<file path="config.mk">
export PLATFORM = sky130hd
export DESIGN_NAME = plic_target_ctrl
export DESIGN_NICKNAME = d
export VERILOG_FILES = /design/src/rtl/plic_target_ctrl.sv
export SDC_FILE = /design/constraint.sdc
export NUM_CORES = 1
export LEC_CHECK = 0
export BUFFER_PORTS_ARGS = -buffer_cell sky130_fd_sc_hd__buf_2
export CORE_ASPECT_RATIO = 2
export CORE_UTILIZATION = 56
export CTS_CLUSTER_SIZE = 25
export DETAILED_ROUTE_END_ITERATION = 7
export PLACE_DENSITY = 0.89
export REMOVE_ABC_BUFFERS = 1
export SYNTH_ARGS = -nofsm -noshare
export SYNTH_HDL_FRONTEND = slang
export SYNTH_SLANG_ARGS = --single-unit
</file>
<file path="constraint.sdc">
create_clock -name clk_i -period 52.8 [get_ports clk_i]
set_input_delay 5.28 -clock clk_i [delete_from_list [all_inputs] [get_ports clk_i]]
set_output_delay 5.28 -clock clk_i [all_outputs]
set_load 0.01 [all_outputs]
</file>
<file path="src/rtl/plic_target_ctrl.sv">
`default_nettype none
// +----------------------------------------------------------------------------+
// | Module      : plic_target_ctrl                                             |
// | Description : Single-target PLIC slice. Per-source gateway FSMs            |
// |               (IDLE/PENDING/CLAIMED), a registered max-priority arbiter,   |
// |               threshold compare and a READY/RESP/SETTLE claim handshake.   |
// | Options     : define PLIC_EDGE_TRIGGER_EN to build per-source edge mode    |
// |               (sampled-input and re-arm registers); otherwise every source |
// |               is level-triggered and edge_sel_i is ignored.                |
// | Revision    : 1.0 - initial release                                        |
// +----------------------------------------------------------------------------+
module plic_target_ctrl #(
  parameter int NUM_SOURCES       = 30,
  parameter int PRIORITY_BITWIDTH = 3,
  parameter int ID_BITWIDTH       = $clog2(NUM_SOURCES + 1)
) (
  input  logic                                   clk_i,
  input  logic                                   rst_i,
  input  logic [NUM_SOURCES-1:0]                 irq_sources_i,
  input  logic [NUM_SOURCES-1:0]                 edge_sel_i,
  input  logic [NUM_SOURCES-1:0]                 enable_i,
  input  logic [NUM_SOURCES*PRIORITY_BITWIDTH-1:0] priorities_i,
  input  logic [PRIORITY_BITWIDTH-1:0]           threshold_i,
  input  logic                                   claim_req_i,
  output logic                                   claim_ready_o,
  output logic                                   claim_valid_o,
  output logic [ID_BITWIDTH-1:0]                 claim_id_o,
  input  logic                                   complete_i,
  input  logic [ID_BITWIDTH-1:0]                 complete_id_i,
  output logic                                   irq_o
);

  localparam int PW    = PRIORITY_BITWIDTH;
  localparam int ARB_W = ID_BITWIDTH + PRIORITY_BITWIDTH;

  typedef enum logic [1:0] {
    GW_IDLE    = 2'd0,
    GW_PENDING = 2'd1,
    GW_CLAIMED = 2'd2
  } gw_state_e;

  typedef enum logic [1:0] {
    CT_READY  = 2'd0,
    CT_RESP   = 2'd1,
    CT_SETTLE = 2'd2
  } ct_state_e;

  // Highest priority wins; strict '>' while scanning upward keeps the lowest ID on ties.
  function automatic logic [ARB_W-1:0] plic_find_max(
    input logic [NUM_SOURCES*PRIORITY_BITWIDTH-1:0] prio
  );
    logic [ID_BITWIDTH-1:0] id;
    logic [PW-1:0]          mx;
    id = '0;
    mx = '0;
    for (int i = 0; i < NUM_SOURCES; i++) begin
      if (prio[i*PW +: PW] > mx) begin
        mx = prio[i*PW +: PW];
        id = ID_BITWIDTH'(i + 1);
      end
    end
    return {id, mx};
  endfunction

  logic [NUM_SOURCES*PW-1:0] masked_prio;
  logic [ID_BITWIDTH-1:0]    best_id_q;
  logic [PW-1:0]             best_prio_q;
  ct_state_e                 ct_q, ct_d;
  logic [ID_BITWIDTH-1:0]    resp_id_q, resp_id_d;
  logic                      claim_grant;

  assign irq_o       = (best_prio_q > threshold_i);
  // A grant moves the current winner to CLAIMED; an accepted claim with no irq only returns ID 0.
  assign claim_grant = (ct_q == CT_READY) && claim_req_i && irq_o;

`ifndef PLIC_EDGE_TRIGGER_EN
  logic unused_edge_sel;
  assign unused_edge_sel = ^edge_sel_i;
`endif

  for (genvar k = 0; k < NUM_SOURCES; k++) begin : g_gw
    gw_state_e gw_q, gw_d;
    logic      edge_mode;
    logic      src_rise;
    logic      rearm_now;
    logic      claim_take;
    logic      compl_hit;

    assign claim_take = claim_grant && (best_id_q == ID_BITWIDTH'(k + 1));
    // IDs 0 and anything above NUM_SOURCES match no gateway, so they are ignored here.
    assign compl_hit  = complete_i && (complete_id_i == ID_BITWIDTH'(k + 1));

`ifdef PLIC_EDGE_TRIGGER_EN
    logic samp_q;
    logic rearm_q, rearm_d;

    assign edge_mode = edge_sel_i[k];
    assign src_rise  = irq_sources_i[k] & ~samp_q;
    assign rearm_now = rearm_q;

    // Re-arm remembers one edge seen while claimed; it is consumed by the completion.
    always_comb begin
      rearm_d = rearm_q;
      if (gw_q != GW_CLAIMED) begin
        rearm_d = 1'b0;
      end else if (compl_hit) begin
        rearm_d = 1'b0;
      end else if (edge_mode && src_rise) begin
        rearm_d = 1'b1;
      end
    end

    // Input sampler and re-arm register for edge detection.
    always_ff @(posedge clk_i) begin
      if (rst_i) begin
        samp_q  <= 1'b0;
        rearm_q <= 1'b0;
      end else begin
        samp_q  <= irq_sources_i[k];
        rearm_q <= rearm_d;
      end
    end
`else
    assign edge_mode = 1'b0;
    assign src_rise  = 1'b0;
    assign rearm_now = 1'b0;
`endif

    // Gateway next state: capture request, hand over on claim, release on complete.
    always_comb begin
      gw_d = gw_q;
      case (gw_q)
        GW_IDLE: begin
          if (edge_mode ? src_rise : irq_sources_i[k]) gw_d = GW_PENDING;
        end
        GW_PENDING: begin
          if (claim_take) gw_d = GW_CLAIMED;
        end
        GW_CLAIMED: begin
          if (compl_hit) gw_d = (edge_mode && rearm_now) ? GW_PENDING : GW_IDLE;
        end
        default: gw_d = GW_IDLE;
      endcase
    end

    // Gateway state register.
    always_ff @(posedge clk_i) begin
      if (rst_i) gw_q <= GW_IDLE;
      else       gw_q <= gw_d;
    end

    // Only pending, enabled sources compete; everything else bids priority 0.
    assign masked_prio[k*PW +: PW] =
      ((gw_q == GW_PENDING) && enable_i[k]) ? priorities_i[k*PW +: PW] : '0;
  end

  // Registered arbitration result, refreshed every cycle.
  always_ff @(posedge clk_i) begin
    if (rst_i) begin
      best_id_q   <= '0;
      best_prio_q <= '0;
    end else begin
      {best_id_q, best_prio_q} <= plic_find_max(masked_prio);
    end
  end

  // Claim handshake: accept in READY, answer in RESP, let best_q refresh in SETTLE.
  always_comb begin
    ct_d          = ct_q;
    resp_id_d     = resp_id_q;
    claim_ready_o = 1'b0;
    claim_valid_o = 1'b0;
    claim_id_o    = '0;
    case (ct_q)
      CT_READY: begin
        claim_ready_o = 1'b1;
        if (claim_req_i) begin
          ct_d      = CT_RESP;
          resp_id_d = irq_o ? best_id_q : '0;
        end
      end
      CT_RESP: begin
        claim_valid_o = 1'b1;
        claim_id_o    = resp_id_q;
        ct_d          = CT_SETTLE;
      end
      CT_SETTLE: begin
        ct_d = CT_READY;
      end
      default: ct_d = CT_READY;
    endcase
  end

  // Controller state and latched response ID.
  always_ff @(posedge clk_i) begin
    if (rst_i) begin
      ct_q      <= CT_READY;
      resp_id_q <= '0;
    end else begin
      ct_q      <= ct_d;
      resp_id_q <= resp_id_d;
    end
  end

endmodule
`default_nettype wire

</file>
==> results.md <==
Detailed routing:
- After detailed routing, the number of remaining DRC violations is 0.
- The count of TritonRoute iterations in the first routing pass is 5.
- The total wire length is 27000 um.
- The met1 wire length is 9050 um.
- The per-cell routed wire length is 18.3 um.
- The average via count per standard cell is 6.35.
- The starting DRC count in detailed routing is 532.
- Detailed routing placed a total of 13600 um of wire on met2.
- After detailed routing, the met3 layer carries 1480 um of wire.
- The final route contains 9409 vias.
- The uppermost metal layer occupied by signal nets is met4.
- The post-route antenna net violation count is 0.

Place:
- The routability congestion estimate from global placement is 1.01.
- The number of buffer cells added on primary ports is 169.
- The HPWL after detailed placement is 21500 um.
- The area of placed instances is 0.00914 sq mm.

Final layout:
- The library cell used most frequently in the layout, excluding fill and tap cells, is sky130_fd_sc_hd__buf_2.
- The share of final-layout standard cells stronger than drive strength 1 is 16.7%.
- The library cells used most frequently in the layout, excluding fill and tap cells, are sky130_fd_sc_hd__buf_2 (169), sky130_fd_sc_hd__nand2_1 (151), sky130_fd_sc_hd__nor2_1 (121).
- The net count of the finished layout is 1569.
- The number of antenna repair diodes is 0.
- The finished cells cover 0.00944 sq mm.
- The fraction of the core area covered by cells at the end of the flow is 67.2%.
- The growth of design area from synthesis to finish is 16.3%.

STA:
- The count of final hold-check violations is 0.
- For the finished layout, the period the worst path requires is 48.97 ns.
- The largest clock skew in the final design is 0.00413 ns.
- The number of slew-limit violations in the final report is 0.
- The total negative slack is 0 ns.
- The total of endpoints with negative setup slack in the final report is 0.
- The portion of the clock cycle consumed by the worst path in the final layout is 92.7%.
- For this run, the top clock speed supported by timing is 20.4 MHz.
- Hold is met by 0.466 ns.
- The slew at the pin closest to its max-slew limit is 0.849 ns.
- Setup repair after global routing left no endpoint under its margin.
- The relative slew slack is 43.3%.

Synth:
- During synthesis, Yosys emitted a total of 0 warnings.
- The cell type contributing the most total cell area after synthesis is sky130_fd_sc_hd__dfxtp_1.
- Of the synthesized area, sequential elements account for 18.5%.
- Sorting the synthesized cells by area gives the leading types as sky130_fd_sc_hd__dfxtp_1 (19%), sky130_fd_sc_hd__ha_1 (14%), sky130_fd_sc_hd__nand2_1 (7.0%).
- The share of flip-flops with an asynchronous set or reset is 0%.
- The synthesis-stage register bit count is 75.
- The most used flip-flop cell after synthesis is sky130_fd_sc_hd__dfxtp_1.
- Synthesis produced 1123 cells.
- Summing the areas of all compound-gate instances in the mapped netlist gives 26.4% of the synthesized area.
- The multiplexer area fraction after synthesis is 2.36%.
- The simple-gate share of the synthesized area is 35.7%.
- The synthesized netlist devotes 0% of its cell area to XOR and XNOR gates.
- The synthesized design devotes to its leading area cell type 18.5% of total area.
- The count of flip-flops with a built-in enable after synthesis is 0.
- The post-synthesis instance area is 0.00811 sq mm.
- The adder-cell share of the synthesized area is 13.9%.
- The synthesized netlist contains 75 unique library cells.
- By area, the combinational part of the netlist is dominated by simple AND/OR/NAND/NOR gates.
- Each instance of the synthesized netlist takes up on average 7.23 sq um.

Critical path:
- The startpoint identified for the worst register-to-register timing path is g_gw[0].gw_q[0].
- At the worst endpoint, the required time is 52.99 ns.
- Of all nets on the critical path, the largest fanout is 9.
- The most prevalent standard cell on the critical path is sky130_fd_sc_hd__ha_1.
- The critical path is of the primary input to register type.
- The worst setup path is launched from a primary input.
- The launching instance or port of the critical path is priorities_i[2].
- The category of the worst setup path capture point is a register.
- The reg2reg setup slack is 8.50 ns.
- The delay contributed by the slowest stage of the critical path is 0.67 ns.
- The critical path arrival is 49.16 ns.
- The slowest stage of the critical path belongs to the cell sky130_fd_sc_hd__a32oi_1.

CTS:
- The number of buffers inserted by hold repair at cts is 0.
- Clock tree synthesis inserted a total of 9 buffers.
- The tree is rooted in a sky130_fd_sc_hd__clkbuf_16.
- The clock passes through at most 2 buffers.
- For the worst-skew pair, the clock arrives at the later sink with an insertion delay of 0.33 ns.
- The number of gates resized after CTS was 0.
- The deepest level of the CTS H-tree is 3.
- The CTS tree is yes.
- Clock-pin slew was measured on the worst setup and hold paths at 0.06 ns.
- The number of setup buffers added after CTS is 0.
- The number of sinks handled by clock tree synthesis is 75.

Floorplan:
- The die outline width is 87.1 um.
- After floorplanning, the core was divided into 61 placement rows.
- After floorplanning, the core was sized to cover 0.0140 sq mm.
- 200 I/O pins were placed.
- The die outline area is 0.0150 sq mm.
- The height of the die is 172 um.
- For this configuration, the core starts out at a cell density of 57.8%.

Hold path:
- The worst hold path class is register to register.
- The worst min-delay path startpoint is g_gw[14].gw_q[1].

GRT:
- The global-route usage over all layers is 36.2%.
- The total overflow reported by the global router is 0.
- The first global-routing pass estimated 41800 um of wire.
- The number of antenna violations at the first check in global routing is 0.
- The number of global-route vias before repair is 9120.
- Entering global routing, the biggest net connects 79 pins.

Run:
- The tool flagged a number of max-cap violations equal to 0.

Outcome:
- The run finished with clean final reports.
[worst max-delay path: cells and delay by family]
kind                     cells  cell delay, ns
AO/OA/AOI/OAI               73           21.81
AND/OR/NAND/NOR             65           11.53
adder cells (fa/ha/maj)     29            8.02
multiplexers                 4            1.39
buffers and inverters       10            1.02
[stage by stage]
stage	worst slack (ns)	std cells
after CTS	4.91	1481
after detailed placement	4.74	1465
final	3.83	1481
after global placement	5.64	1465
after global routing	0.601	1481
after floorplan	12.52	1105
[kinds of logic after synthesis]
group | count (synthesis)
muxes | 18
DFF | 75
buffers and inverters | 69
and+or+nand+nor | 557
AOI/OAI and AO/OA | 314
adders and majority gates | 90
[metal layers]
layer	global-route usage, %	vias to the layer above
met4	37.3	0
met3	7.06	173
met5	0	-
met2	64.6	422
li1	-	4479
met1	32.2	4335
[synth_stat cells, types with 12 or more instances]
cell,number
sky130_fd_sc_hd__o21a_1,18
sky130_fd_sc_hd__dfxtp_1,75
sky130_fd_sc_hd__a21o_1,14
sky130_fd_sc_hd__a21oi_1,100
sky130_fd_sc_hd__nand3b_1,46
sky130_fd_sc_hd__nor2_1,121
sky130_fd_sc_hd__o211a_1,13
sky130_fd_sc_hd__o21ai_0,44
sky130_fd_sc_hd__nor2b_1,26
sky130_fd_sc_hd__mux2i_1,12
sky130_fd_sc_hd__and3_1,13
sky130_fd_sc_hd__a31oi_1,19
sky130_fd_sc_hd__inv_1,51
sky130_fd_sc_hd__nand2_1,151
sky130_fd_sc_hd__clkbuf_1,17
sky130_fd_sc_hd__and2_1,47
sky130_fd_sc_hd__nand3_1,53
sky130_fd_sc_hd__and3b_1,30
sky130_fd_sc_hd__nor3_1,17
sky130_fd_sc_hd__a2111oi_0,17
sky130_fd_sc_hd__nand2b_1,17
sky130_fd_sc_hd__ha_1,90
[final timing paths]
| path | end | cells past startpoint |
|---|---|---|
| worst min-delay path | g_gw[14].gw_q[0] | 1 |
| worst max register to register | best_prio_q[0] | 180 |
| worst min register to register | g_gw[14].gw_q[0] | 1 |
| worst max-delay path | best_prio_q[0] | 181 |
[area by class of cell]
type,count,area (sq um)
multi-input combinational,979,6350
fill,1282,4610
sequential,75,1500
timing repair buffer,171,861
clock buffer,11,243
tap,189,236
inverter,51,191
clock inverter,5,52.6
[flip-flops by register name, summed over array words and instances (netlist names)]
signal,cells
g_gw.gw_q,60
best_id_q,5
resp_id_q,5
best_prio_q,3
ct_q,2
Power is not shown: default switching activity piles up to over one toggle a cycle in this logic, so the estimate is an artifact.
